$ cat config.mk
export PLATFORM = sky130hd
export DESIGN_NAME = pipe_hazard_ctrl_flat
export DESIGN_NICKNAME = d
export VERILOG_FILES = /design/src/rtl/pipe_hazard_ctrl_if.sv /design/src/rtl/pipe_hazard_ctrl.sv /design/src/flat_wrapper.sv
export SDC_FILE = /design/constraint.sdc
export NUM_CORES = 1
export LEC_CHECK = 0
export BUFFER_PORTS_ARGS = -buffer_cell sky130_fd_sc_hd__buf_4
export CORE_AREA = 10 10 47 49
export DETAILED_ROUTE_END_ITERATION = 10
export DIE_AREA = 0 0 57 59
export PLACE_DENSITY = 0.72
export SYNTH_ARGS = -nofsm -noshare
export SYNTH_HDL_FRONTEND = slang
export SYNTH_SLANG_ARGS = --single-unit
export TNS_END_PERCENT = 100
$ cat constraint.sdc
create_clock -name clk -period 1.4 [get_ports clk]
set_input_delay 0 -clock clk [delete_from_list [all_inputs] [get_ports clk]]
set_output_delay 0 -clock clk [all_outputs]
set_load 0.005 [all_outputs]
$ cat src/rtl/pipe_hazard_ctrl_if.sv
// Hazard-control bundle between the pipeline datapath and pipe_hazard_ctrl.
// master: the datapath side (drives hazard inputs, consumes enables).
// slave:  the controller side.
interface pipe_hazard_ctrl_if;
  logic [4:0] id_rs;
  logic [4:0] id_rt;
  logic       id_use_rs;
  logic       id_use_rt;
  logic [4:0] exe_rn;
  logic       exe_wreg;
  logic       exe_m2reg;
  logic       mem_m2reg;
  logic       mem_wmem;
  logic       dmem_ready;
  logic       branch_taken;
  logic       wpcir;
  logic       ifid_flush;
  logic       idexe_en;
  logic       idexe_bubble;
  logic       exemem_en;
  logic       memwb_bubble;
  logic       dmem_req;
  logic       busy_wait;
  logic       timeout_err;

  modport master (
    output id_rs, id_rt, id_use_rs, id_use_rt, exe_rn, exe_wreg, exe_m2reg,
           mem_m2reg, mem_wmem, dmem_ready, branch_taken,
    input  wpcir, ifid_flush, idexe_en, idexe_bubble, exemem_en, memwb_bubble,
           dmem_req, busy_wait, timeout_err
  );

  modport slave (
    input  id_rs, id_rt, id_use_rs, id_use_rt, exe_rn, exe_wreg, exe_m2reg,
           mem_m2reg, mem_wmem, dmem_ready, branch_taken,
    output wpcir, ifid_flush, idexe_en, idexe_bubble, exemem_en, memwb_bubble,
           dmem_req, busy_wait, timeout_err
  );
endinterface

$ cat src/rtl/pipe_hazard_ctrl.sv
// Stall/flush sequencer for the 5-stage pipeline: load-use bubbles, taken-branch
// squash and a memory-wait freeze with timeout guard.
// Optional macro HAZARD_PERF_CNT_EN adds stall_cnt/flush_cnt performance counters.
module pipe_hazard_ctrl #(
  parameter int unsigned WAIT_W   = 4,
  parameter int unsigned MAX_WAIT = 15
) (
  input  logic                clk,
  input  logic                clr,
`ifdef HAZARD_PERF_CNT_EN
  output logic [31:0]         stall_cnt,
  output logic [31:0]         flush_cnt,
`endif
  pipe_hazard_ctrl_if.slave   hz
);

  typedef enum logic {StRun = 1'b0, StWait = 1'b1} state_e;

  localparam logic [WAIT_W-1:0] MaxWaitC = WAIT_W'(MAX_WAIT);
  localparam logic [WAIT_W-1:0] OneC     = WAIT_W'(1);

  state_e            state_q, state_d;
  logic [WAIT_W-1:0] wait_cnt_q, wait_cnt_d;
  logic              timeout_err_q, timeout_err_d;

  logic macc;
  logic at_max;
  logic memstall;
  logic rs_hit;
  logic rt_hit;
  logic lduse;

  logic wpcir;
  logic ifid_flush;
  logic idexe_en;
  logic idexe_bubble;
  logic exemem_en;
  logic memwb_bubble;
  logic dmem_req;

  assign macc     = hz.mem_m2reg | hz.mem_wmem;
  // On the last allowed wait cycle the access is abandoned, so no stall.
  assign at_max   = (state_q == StWait) && (wait_cnt_q == MaxWaitC);
  assign memstall = macc & ~hz.dmem_ready & ~at_max;

  assign rs_hit = hz.id_use_rs && (hz.id_rs == hz.exe_rn);
  assign rt_hit = hz.id_use_rt && (hz.id_rt == hz.exe_rn);
  assign lduse  = hz.exe_wreg && hz.exe_m2reg && (hz.exe_rn != 5'd0) && (rs_hit || rt_hit);

  // State register with synchronous clear.
  always_ff @(posedge clk) begin
    if (clr) begin
      state_q       <= StRun;
      wait_cnt_q    <= '0;
      timeout_err_q <= 1'b0;
    end else begin
      state_q       <= state_d;
      wait_cnt_q    <= wait_cnt_d;
      timeout_err_q <= timeout_err_d;
    end
  end

  // Next-state logic for the memory-wait FSM and the timeout flag.
  always_comb begin
    state_d       = state_q;
    wait_cnt_d    = wait_cnt_q;
    timeout_err_d = timeout_err_q;
    unique case (state_q)
      StRun: begin
        if (macc && !hz.dmem_ready) begin
          state_d    = StWait;
          wait_cnt_d = OneC;
        end
      end
      StWait: begin
        // A dropped request is illegal but handled quietly.
        if (hz.dmem_ready || !macc) begin
          state_d    = StRun;
          wait_cnt_d = '0;
        end else if (at_max) begin
          state_d       = StRun;
          wait_cnt_d    = '0;
          timeout_err_d = 1'b1;
        end else begin
          wait_cnt_d = wait_cnt_q + OneC;
        end
      end
      default: begin
        state_d    = StRun;
        wait_cnt_d = '0;
      end
    endcase
  end

  // Pipeline enables: memstall beats load-use beats branch squash.
  always_comb begin
    wpcir        = 1'b1;
    ifid_flush   = 1'b0;
    idexe_en     = 1'b1;
    idexe_bubble = 1'b0;
    exemem_en    = 1'b1;
    memwb_bubble = 1'b0;
    dmem_req     = 1'b0;
    if (!clr) begin
      dmem_req = macc;
      if (memstall) begin
        wpcir        = 1'b0;
        idexe_en     = 1'b0;
        exemem_en    = 1'b0;
        memwb_bubble = 1'b1;
      end else if (lduse) begin
        // Branch is held in ID and re-resolves once the bubble is in.
        wpcir        = 1'b0;
        idexe_bubble = 1'b1;
      end else if (hz.branch_taken) begin
        ifid_flush = 1'b1;
      end
    end
  end

  assign hz.wpcir        = wpcir;
  assign hz.ifid_flush   = ifid_flush;
  assign hz.idexe_en     = idexe_en;
  assign hz.idexe_bubble = idexe_bubble;
  assign hz.exemem_en    = exemem_en;
  assign hz.memwb_bubble = memwb_bubble;
  assign hz.dmem_req     = dmem_req;
  assign hz.busy_wait    = (state_q == StWait);
  assign hz.timeout_err  = timeout_err_q;

`ifdef HAZARD_PERF_CNT_EN
  logic [31:0] stall_cnt_q;
  logic [31:0] flush_cnt_q;

  // Free-running wrap-around counters of stall and flush cycles.
  always_ff @(posedge clk) begin
    if (clr) begin
      stall_cnt_q <= '0;
      flush_cnt_q <= '0;
    end else begin
      if (!wpcir) stall_cnt_q <= stall_cnt_q + 32'd1;
      if (ifid_flush) flush_cnt_q <= flush_cnt_q + 32'd1;
    end
  end

  assign stall_cnt = stall_cnt_q;
  assign flush_cnt = flush_cnt_q;
`endif

endmodule

$ cat src/flat_wrapper.sv
// flat-port wrapper written by rule: the top's interface ports become plain ports
module pipe_hazard_ctrl_flat 
#(
  parameter int unsigned WAIT_W   = 4,
  parameter int unsigned MAX_WAIT = 15
)
  (clk, clr, hz_id_rs, hz_id_rt, hz_id_use_rs, hz_id_use_rt, hz_exe_rn, hz_exe_wreg, hz_exe_m2reg, hz_mem_m2reg, hz_mem_wmem, hz_dmem_ready, hz_branch_taken, hz_wpcir, hz_ifid_flush, hz_idexe_en, hz_idexe_bubble, hz_exemem_en, hz_memwb_bubble, hz_dmem_req, hz_busy_wait, hz_timeout_err);
  pipe_hazard_ctrl_if hz_i ();
  input  logic clk;
  input  logic clr;
  input wire logic [$bits(hz_i.id_rs)-1:0] hz_id_rs;
  input wire logic [$bits(hz_i.id_rt)-1:0] hz_id_rt;
  input wire logic [$bits(hz_i.id_use_rs)-1:0] hz_id_use_rs;
  input wire logic [$bits(hz_i.id_use_rt)-1:0] hz_id_use_rt;
  input wire logic [$bits(hz_i.exe_rn)-1:0] hz_exe_rn;
  input wire logic [$bits(hz_i.exe_wreg)-1:0] hz_exe_wreg;
  input wire logic [$bits(hz_i.exe_m2reg)-1:0] hz_exe_m2reg;
  input wire logic [$bits(hz_i.mem_m2reg)-1:0] hz_mem_m2reg;
  input wire logic [$bits(hz_i.mem_wmem)-1:0] hz_mem_wmem;
  input wire logic [$bits(hz_i.dmem_ready)-1:0] hz_dmem_ready;
  input wire logic [$bits(hz_i.branch_taken)-1:0] hz_branch_taken;
  output wire logic [$bits(hz_i.wpcir)-1:0] hz_wpcir;
  output wire logic [$bits(hz_i.ifid_flush)-1:0] hz_ifid_flush;
  output wire logic [$bits(hz_i.idexe_en)-1:0] hz_idexe_en;
  output wire logic [$bits(hz_i.idexe_bubble)-1:0] hz_idexe_bubble;
  output wire logic [$bits(hz_i.exemem_en)-1:0] hz_exemem_en;
  output wire logic [$bits(hz_i.memwb_bubble)-1:0] hz_memwb_bubble;
  output wire logic [$bits(hz_i.dmem_req)-1:0] hz_dmem_req;
  output wire logic [$bits(hz_i.busy_wait)-1:0] hz_busy_wait;
  output wire logic [$bits(hz_i.timeout_err)-1:0] hz_timeout_err;
  assign hz_i.id_rs = hz_id_rs;
  assign hz_i.id_rt = hz_id_rt;
  assign hz_i.id_use_rs = hz_id_use_rs;
  assign hz_i.id_use_rt = hz_id_use_rt;
  assign hz_i.exe_rn = hz_exe_rn;
  assign hz_i.exe_wreg = hz_exe_wreg;
  assign hz_i.exe_m2reg = hz_exe_m2reg;
  assign hz_i.mem_m2reg = hz_mem_m2reg;
  assign hz_i.mem_wmem = hz_mem_wmem;
  assign hz_i.dmem_ready = hz_dmem_ready;
  assign hz_i.branch_taken = hz_branch_taken;
  assign hz_wpcir = hz_i.wpcir;
  assign hz_ifid_flush = hz_i.ifid_flush;
  assign hz_idexe_en = hz_i.idexe_en;
  assign hz_idexe_bubble = hz_i.idexe_bubble;
  assign hz_exemem_en = hz_i.exemem_en;
  assign hz_memwb_bubble = hz_i.memwb_bubble;
  assign hz_dmem_req = hz_i.dmem_req;
  assign hz_busy_wait = hz_i.busy_wait;
  assign hz_timeout_err = hz_i.timeout_err;
  pipe_hazard_ctrl #(.WAIT_W(WAIT_W), .MAX_WAIT(MAX_WAIT)) u_core (.clk(clk), .clr(clr), .hz(hz_i));
endmodule
### After elaboration in Yosys (flattened, before gate mapping)

Cells that the tools add are included.

* register bits after elaboration: 6
* word-level logic and storage cells: 51
* bits of input ports: 25
* output and inout port bits: 9

* muxes and demuxes: 23
* reductions and logical operators: 13
* bitwise operators: 7
* eq/ne operators: 4
* $add $sub $neg: 1

Operator list (number)
* two-way mux 1 bit: 18
* two-way mux 4 bit: 3
* equality test 5 bit: 2
* one-hot mux 4 bit (2 select lines): 1
* logical AND 1 bit: 7
* nonzero test 5 bit: 1
* adder 4 x 1 -> 4 bit, second input constant: 1
* equality test 4 bit, second input constant: 1
* inverter 1 bit: 4
* AND reduction 3 bit: 1
* bitwise AND 1 bit: 2
* logical NOT 1 bit: 2
* logical OR 1 bit: 2
* inequality test 2 x 1 -> 1 bit, second input constant: 1
* one-hot mux 1 bit (2 select lines): 1
* OR 1 bit: 1

### Longest topological paths before layout

Gate-level depths: netlist (run 1).

* word-level depth: 7
* mapped depth: 6
* depth with buffers taken out: 5

### Worst setup path before layout (run 1)

Ideal clock, no wire load.

* kind: register to output
* start: register u_core.wait_cnt_q[0]
* end: output hz_idexe_en
* path slack: 0.144 ns
* arrival time: 1.256 ns
* stages on the path, launching flop included: 7
* path buffers: 1
* data required time: 1.400 ns
* cells stage by stage: dfxtp_1 ha_1 nand3_1 o21ai_0 nor2_1 inv_1 buf_4

* longest elaborated chain between the ends: 6

RTL lines
* start, declared: RTL line pipe_hazard_ctrl.sv:23 `logic [WAIT_W-1:0] wait_cnt_q, wait_cnt_d;`
* start signal, assigned: RTL line pipe_hazard_ctrl.sv:58 `wait_cnt_q <= wait_cnt_d;`
* equality test 4 bit: RTL line pipe_hazard_ctrl.sv:43 `assign at_max = (state_q == StWait) && (wait_cnt_q == MaxWaitC);`
* logical AND 1 bit: RTL line pipe_hazard_ctrl.sv:43
* inverter 1 bit: RTL line pipe_hazard_ctrl.sv:44 `assign memstall = macc & ~hz.dmem_ready & ~at_max;`
* bitwise AND 1 bit: RTL line pipe_hazard_ctrl.sv:44
* two-way mux 1 bit (2 in a row)
* end, declared: RTL line flat_wrapper.sv:24 `output wire logic [$bits(hz_i.idexe_en)-1:0] hz_idexe_en;`

Every way passes these cells.

### Worst setup path in the final report (run 1)

* start: register u_core.wait_cnt_q[0]
* end: output hz_ifid_flush

* longest elaborated chain between the ends: 6

RTL lines
* equality test 4 bit: RTL line pipe_hazard_ctrl.sv:43
* logical AND 1 bit: RTL line pipe_hazard_ctrl.sv:43
* inverter 1 bit: RTL line pipe_hazard_ctrl.sv:44
* bitwise AND 1 bit: RTL line pipe_hazard_ctrl.sv:44
* two-way mux 1 bit: RTL line pipe_hazard_ctrl.sv:106 `if (memstall) begin`
* two-way mux 1 bit: RTL line pipe_hazard_ctrl.sv:104 `if (!clr) begin`
* end, declared: RTL line flat_wrapper.sv:23 `output wire logic [$bits(hz_i.ifid_flush)-1:0] hz_ifid_flush;`

Every way passes these cells.

==> metrics.yaml, run 1 <==
outcome:
  outcome: "complete, but fails checks"
  violations: "negative setup slack"
floorplan:
  die_w_microns: 57
  row_count: 14
  initial_utilization_pct: 32.68
  ioPinCount: 34
  dieArea_sq_mm: 0.003363
  die_y_microns: 59
  core_area_sq_mm: 0.001401
grt:
  track_usage_pct: 9.775
  grt_pass1_vias: 630
  grt_max_degree: 12
  antenna_found_initial: 0
  grt_pass1_wl_microns: 2697
  gr-total-overflow: 0
sta:
  slew-limit-headroom_pct: 77.65
  max_freq_mhz: 705.8
  fin_skew_ps: 1.072
  tightest_slew_ps: 335.2
  setup_viol: 2
  final.setup.worst_slack_ps: -16.77
  slew_violations: 0
  rsz0062_at_grt: "yes"
  whs_ps: 16.19
  fin_crit_sh_pct: 101.2
  hold_viol: 0
  min_period_ps: 1417
worst_setup_path:
  crit_top_cell: "buf_4"
  worstPathCellList: "ha_4 > nand3_2 > o21ai_1 > buf_4 > nand3b_1 > a21oi_2 > buf_4"
  start_kind: "register"
  critical_path_arrival_ps: 1420
  endpoint_kind: "primary output"
  critical-path-max-stage-delay_ps: 360
  worstPathRequired_ps: 1400
  path_class: "register to primary output"
  slowest_stage: "dfxtp_4"
  cp_max_fo: 4
cells_and_area:
  final_cell_mix: "buf_4 (40), xnor2_1 (10), nor2_1 (9)"
  final_common_cell: "buf_4"
  layout.nets: 130
  fillers: 142
  stdcell_count: 118
  seqCellArea_sq_um: 125.1
  areaGrowthSynthToFinish_pct: 79.78
  multiInputGateArea_sq_um: 347.8
  fin_area_sq_um: 823.3
  antenna_cells: 0
  drive_above_1_share_pct: 50.98
synthesis:
  ys_seq_area_share_pct: 26.23
  synth_cells: 61
  synth_seq_cells: 6
  syn_avg_cell_area_sq_um: 7.507
  netlist_area_sq_um: 457.9
  yosysUniqueCellTypes: 24
  synth_fp_nets: 87
  yosys_warnings: 0
placement:
  routabilityCongestion: 0.7633
  pre_cts_ws_ps: 90.52
  place_inst: 110
  dpl-instance-area_sq_um: 729.5
  dp_hpwl_microns: 1329
  port_buffers: 33
routing:
  firstDrtPassIters: 4
  ant_nets: 0
  wirelength_microns: 1688
  drtIter0Drc: 19
  vias: 613
  routedWlPerCell_microns: 14.31
  viasPerCell: 5.195
  drc: 0
clock_tree:
  clockRootBuffer: "clkbuf_4"
  cts_sinks: 6
  cts_buffers: 3
  insertion_delay_ps: 240
  htreeDepth: 1
  cts_tree: "yes"
  clockBufferDepth: 2
  clkSlewWorstSetupHoldPaths_ps: 40
  ctsHoldBuffers: 0
power:
  power_per_cell_area_mw_per_mm2: 602.5
  ir_worst_vdd_v: 0.0003839
  leakagePower_nw: 0.3597
min_path:
  hold_path_class: "input port to register"
run:
  maxCapViolCount: 0
## report_power, final
group          switching (W)  total [W]  leakage, nW  internal (W)
clock              0.0000578   0.000155       0.0138     0.0000967
sequential        0.00000588   0.000182       0.0499      0.000176
combinational      0.0000623   0.000160        0.296     0.0000976
## sequential cells by signal (all words and copies together) (netlist names)
register and cells:
u_core.wait_cnt_q 4, u_core.hz.busy_wait 1, u_core.hz.timeout_err 1
## what timing repair did
| item | CTS | global route |
|---|---|---|
| hold endpoints to repair | 0 | 0 |
| buffers inserted | 3 | 2 |
| gates resized for setup | 6 | 4 |
| endpoints found under the setup margin | 6 | 6 |
| pin swaps | 3 | 2 |
## final timing paths
kind	start	end	slack, ps	depth (start not counted)
worst max-delay path	u_core.wait_cnt_q[0]	hz_ifid_flush	-20	7
worst min-delay path	clr	u_core.wait_cnt_q[0]	20	2
worst max register to register	u_core.wait_cnt_q[0]	u_core.wait_cnt_q[0]	90	6
worst min register to register	u_core.hz.timeout_err	u_core.hz.timeout_err	480	2
## stage by stage
stage                     setup TNS, ps  total power [W]  utilization (%)
after floorplan                       0        0.0002442                -
after global placement                0        0.0003308            52.05
after detailed placement              0        0.0003340            52.05
after CTS                             0        0.0004930            56.70
after global routing             -323.5        0.0005365            58.75
final                            -31.94        0.0004961            58.75
## kinds of logic (layout without fill, tap and decap cells)
kind of cell	count (synthesis)	in the layout	share of synthesized area, %
buf+inv	4	45	4.099
compound gates	12	12	16.40
flops	6	6	26.23
xor+xnor	10	10	19.12
fa+ha+maj	1	1	2.732
simple gates	28	28	31.42
## critical path, delay by kind of cell, from the launching register on
kind,cells,cell delay [ps]
flip-flops,1,360
adder cells (fa/ha/maj),1,140
AND/OR/NAND/NOR,2,160
buffers and inverters,2,270
AO/OA/AOI/OAI,2,250
## synthesized netlist by cell type
master    instances  area [sq um]
and3_1            1         6.260
dfxtp_1           6         120.1
o21ba_2           1         10.01
buf_4             1         7.510
nor2_1           10         37.54
nand2_1           3         11.26
clkbuf_1          1         3.750
and4b_1           1         10.01
xnor2_1          10         87.58
inv_1             2         7.510
or4_1             1         7.510
o22ai_1           1         6.260
nor3_1            3         15.01
o21a_1            1         7.510
nor2_2            1         6.260
a21oi_1           5         25.02
a32oi_1           1         8.760
nor4_1            1         6.260
ha_1              1         12.51
nand3b_1          2         15.01
a22oi_1           1         7.510
o21ai_0           2         10.01
nand4_1           3         18.77
nand3_1           2         10.01
## layer usage
layer	global-route usage (%)	part of all wire (%)
met5	0	0
met4	4.027	1.0
met3	3.863	7.8
met2	20.16	58
met1	7.857	33
## layout make-up
class / instances / area share [%]
clock buffers: 3 / 2.736
inverters: 2 / 0.9119
multi-input cells: 51 / 42.25
flip-flops and latches: 6 / 15.20
well taps: 16 / 2.432
repair buffers: 40 / 36.47
Power figures use the tool's default switching activity.
==> run 2: changes to the inputs <==
- CELL_PAD_IN_SITES_DETAIL_PLACEMENT: not set -> 2
- CELL_PAD_IN_SITES_GLOBAL_PLACEMENT: not set -> 2
- CORE_AREA: 10 10 47 49 -> 10 10 62 64
- DIE_AREA: 0 0 57 59 -> 0 0 72 74
- PLACE_DENSITY: 0.72 -> 0.73
- RECOVER_POWER: not set -> 50
==> run 2 against run 1 <==
  * The run still ends with negative setup slack left
  * Register-to-register slack gained 40 ps
  * Global-route usage shrank 0.28 points
  * Setup slack lost 20 ps
  * Worst hold slack gained 170 ps
  * Clock-buffer cell count is the same
  * Combinational power grew 12%
  * Wire length grew 44%
  * Total power grew 7.3%
==> metrics.yaml, run 2 (same netlist as run 1, synthesis figures left out) <==
floorplan:
  ioPinCount: 34
  dieArea_sq_mm: 0.005328
  row_count: 19
  initial_utilization_pct: 17.20
  core_area_sq_mm: 0.002663
  die_y_microns: 74
  die_w_microns: 72
power:
  ir_worst_vdd_v: 0.0002374
  finalPower_w: 0.0005322
  power_per_cell_area_mw_per_mm2: 611.2
  leakagePower_nw: 0.3622
clock_tree:
  clockBufferDepth: 2
  cts_tree: "yes"
  cts_sinks: 6
  cts_buffers: 3
  clkSlewWorstSetupHoldPaths_ps: 50
  insertion_delay_ps: 250
  htreeDepth: 1
  clockRootBuffer: "clkbuf_4"
worst_setup_path:
  path_class: "register to primary output"
  worstPathRequired_ps: 1400
  start_kind: "register"
  cp_max_fo: 4
  critical_path_arrival_ps: 1440
  endpoint_kind: "primary output"
routing:
  viasPerCell: 4.582
  vias: 614
  routedWlPerCell_microns: 18.12
  ant_nets: 0
  firstDrtPassIters: 4
  drtIter0Drc: 37
  drc: 0
  wirelength_microns: 2428
sta:
  setup_viol: 2
  tightest_slew_ps: 368.4
  slew-limit-headroom_pct: 75.44
  hold_viol: 0
  final.setup.worst_slack_ps: -36.41
  whs_ps: 181.4
  fin_skew_ps: 1.050
  slew_violations: 0
  rsz0062_at_grt: "yes"
  max_freq_mhz: 696.2
  tns_ps: -50.90
  fin_crit_sh_pct: 102.6
  min_period_ps: 1436
placement:
  dp_hpwl_microns: 1867
  routabilityCongestion: 0.8087
  port_buffers: 33
  pre_cts_ws_ps: 45.83
min_path:
  hold_path_class: "input port to register"
grt:
  grt_pass1_wl_microns: 3926
  grt_max_degree: 12
  antenna_found_initial: 0
  gr-total-overflow: 0
  track_usage_pct: 9.497
  grt_pass1_vias: 694
cells_and_area:
  layout.nets: 131
  final_common_cell: "buf_4"
  seqCellArea_sq_um: 126.4
  largest_reg_flops: 4
  fillers: 312
  antenna_cells: 0
  drive_above_1_share_pct: 51.46
  areaGrowthSynthToFinish_pct: 90.16
  regMostFlops: "u_core.wait_cnt_q"
  final_cell_mix: "buf_4 (37), xnor2_1 (10), nor2_1 (9)"
  multiInputGateArea_sq_um: 365.4
outcome:
  outcome: "complete, but fails checks"
  violations: "negative setup slack"
run:
  maxCapViolCount: 0
[run 2: area by class of cell]
| class | count | area share (%) |
|---|---|---|
| repair buffers | 41 | 35.63 |
| flip-flops and latches | 6 | 14.51 |
| well taps | 31 | 4.454 |
| inverters | 2 | 0.8621 |
| multi-input cells | 51 | 41.95 |
| clock buffers | 3 | 2.586 |
[run 2: through the flow]
stage	util (%)	cells	instance area, sq um
6_report	32.71	134	870.8
5_1_grt	32.71	134	870.8
4_1_cts	31.72	133	844.6
3_5_place_dp	28.38	126	755.7
3_3_place_gp	28.38	126	755.7
2_1_floorplan	-	61	457.9
[run 2: repair_timing]
action                                 4_1_cts  5_1_grt
resized for setup                            9        6
pin swaps                                    3        2
endpoints found under the hold margin        1        0
buffers inserted                             3        1
hold buffers                                 1        0
setup endpoints to repair                    6        6
[run 2: where the power goes]
part	internal, W	switching [W]	total (W)
Sequential	0.000175	0.00000493	0.000180
Combinational	0.000104	0.0000762	0.000180
Clock	0.0000978	0.0000740	0.000172
[run 2: path summary, 6_finish.rpt]
path | startpoint | endpoint | slack, ps | depth (start not counted)
min reg2reg | u_core.hz.timeout_err | u_core.hz.timeout_err | 490 | 2
max reg2reg | u_core.wait_cnt_q[0] | u_core.wait_cnt_q[0] | 130 | 5
min | hz_dmem_ready | u_core.wait_cnt_q[2] | 180 | 4
max | u_core.wait_cnt_q[0] | hz_ifid_flush | -40 | 7
[run 2: worst max-delay path: stages (launching register included)]
cell,delay [ps]
dfxtp_4,360
ha_4,150
nand3_4,90
o21ai_4,140
buf_6,120
nand3b_1,90
a21oi_2,120
buf_4,120
[run 2: layer usage]
layer  global-route usage [%]  wire (microns)
met5                        0               0
met4                    4.516              21
met3                    1.729              81
met2                    17.75            1378
met1                    10.08             946
==> run 3: changes to the inputs <==
- CTS_BUF_LIST: not set -> sky130_fd_sc_hd__clkbuf_16
==> run 3 against run 2 <==
  * The run now ends clean
  * Clock skew rose by 0.84 ps
  * Via count up 0.49%
  * Global-route usage is 0.87 points lower
  * First-iteration DRC count fell by 35%
  * Total power up 55%
  * Flip-flop and latch count stayed put
  * Critical path type unchanged
==> metrics.yaml, run 3 (same netlist as run 1, synthesis figures left out) <==
grt:
  antenna_found_initial: 0
  gr-total-overflow: 0
  track_usage_pct: 8.624
  grt_pass1_wl_microns: 3663
  grt_max_degree: 12
  grt_pass1_vias: 692
power:
  leakagePower_nw: 0.3902
  ir_worst_vdd_v: 0.0004343
  combPwrFrac_pct: 21.0
  clkPwrFrac_pct: 57.2
  p_int_w: 0.0006430
  switchingPower_w: 0.0001821
  seqPwrFrac_pct: 21.8
  swShare_pct: 22.07
  power_per_cell_area_mw_per_mm2: 887.5
cells_and_area:
  final_cell_mix: "buf_4 (38), xnor2_1 (10), nor2_1 (9)"
  largest_reg_flops: 4
  regMostFlops: "u_core.wait_cnt_q"
  areaGrowthSynthToFinish_pct: 103.0
  final_common_cell: "buf_4"
  fin_area_sq_um: 929.6
  antenna_cells: 0
  stdcell_count: 135
  drive_above_1_share_pct: 53.85
  layout.nets: 132
floorplan:
  die_y_microns: 74
  core_area_sq_mm: 0.002663
  ioPinCount: 34
  dieArea_sq_mm: 0.005328
  initial_utilization_pct: 17.20
  row_count: 19
  die_w_microns: 72
min_path:
  hold_start: "clr"
  hold_path_class: "input port to register"
routing:
  wirelength_microns: 2386
  drc: 0
  viasPerCell: 4.570
  routedWlPerCell_microns: 17.67
  firstDrtPassIters: 4
  drtIter0Drc: 24
  vias: 617
  ant_nets: 0
clock_tree:
  cts_sinks: 6
  ctsHoldBuffers: 0
  clockRootBuffer: "clkbuf_16"
  clkSlewWorstSetupHoldPaths_ps: 40
  clockBufferDepth: 2
  cts_tree: "yes"
  insertion_delay_ps: 230
  cts_buffers: 3
  htreeDepth: 1
worst_setup_path:
  start_kind: "register"
  critPathLaunch: "u_core.wait_cnt_q[0]"
  critical-path-max-stage-delay_ps: 350
  endpoint_kind: "primary output"
  critical_path_arrival_ps: 1400
  path_class: "register to primary output"
  slowest_stage: "dfxtp_4"
  worstPathRequired_ps: 1400
  r2r-start: "u_core.wait_cnt_q[1]"
  cp_max_fo: 4
  worstPathCellList: "ha_4 > nand3_4 > o21ai_2 > buf_6 > nand3b_1 > a21oi_2 > buf_4"
sta:
  rsz0062_at_grt: "yes"
  tns_ps: 0
  setup_viol: 0
  slew_violations: 0
  slew-limit-headroom_pct: 75.54
  fin_skew_ps: 1.889
  final.setup.worst_slack_ps: 4.329
  fin_crit_sh_pct: 99.69
  tightest_slew_ps: 367.0
  min_period_ps: 1396
  max_freq_mhz: 716.5
  hold_viol: 0
outcome:
  outcome: "completed"
placement:
  place_inst: 126
  dp_hpwl_microns: 1867
  pre_cts_ws_ps: 45.83
  routabilityCongestion: 0.8087
  dpl-instance-area_sq_um: 755.7
  port_buffers: 33
run:
  maxCapViolCount: 0
## run 3: timing repair
action,4_1_cts,5_1_grt
setup endpoints to repair,6,6
pin swaps,3,2
setup buffers,3,3
gates resized for setup,10,6
hold endpoints to repair,0,0
cloned,0,0
## run 3: layout make-up
cell class / instances / area [sq um]
clock buffer: 3 / 75.07
fill: 304 / 1733
inverter: 2 / 7.507
multi-input combinational: 51 / 364.1
sequential: 6 / 128.9
tap: 31 / 38.79
timing repair buffer: 42 / 315.3
## run 3: per-stage QoR
step | hold WS (ps) | total power [W] | utilization, %
final | 37.48 | 0.0008251 | 34.92
after global routing | 55.67 | 0.0008662 | 34.92
after CTS | 22.83 | 0.0008207 | 33.41
after detailed placement | 263.1 | 0.0003405 | 28.38
after global placement | 263.9 | 0.0003348 | 28.38
after floorplan | 99.40 | 0.0002442 | -
## run 3: routing by layer
| layer | wire length [microns] | track usage [%] | up-vias |
|---|---|---|---|
| met1 | 933 | 9.542 | 300 |
| met4 | 27 | 3.226 | 0 |
| met3 | 85 | 1.596 | 3 |
| met2 | 1340 | 15.98 | 10 |
| li1 | - | - | 304 |
| met5 | 0 | 0 | - |
## run 3: power groups by stage
stage / clock network (W) / registers (W) / logic [W]
after floorplan: 0 / 0.000182 / 0.0000617
after global placement: 0 / 0.000183 / 0.000152
after detailed placement: 0 / 0.000183 / 0.000157
after CTS: 0.000477 / 0.000179 / 0.000165
after global routing: 0.000495 / 0.000180 / 0.000191
final: 0.000472 / 0.000180 / 0.000173
## run 3: worst max-delay path, delay by kind of cell (launching register included)
family / cells / cell delay [ps]
AND/OR/NAND/NOR: 2 / 170
buffers and inverters: 2 / 250
flip-flops: 1 / 350
adder cells (fa/ha/maj): 1 / 150
AO/OA/AOI/OAI: 2 / 250
## run 3: final timing paths
path         cells after the start                     to  slack (ps)
min reg2reg                      2  u_core.hz.timeout_err         490
min                              2   u_core.wait_cnt_q[3]          40
max reg2reg                      6   u_core.wait_cnt_q[0]          50
max                              7          hz_ifid_flush           4
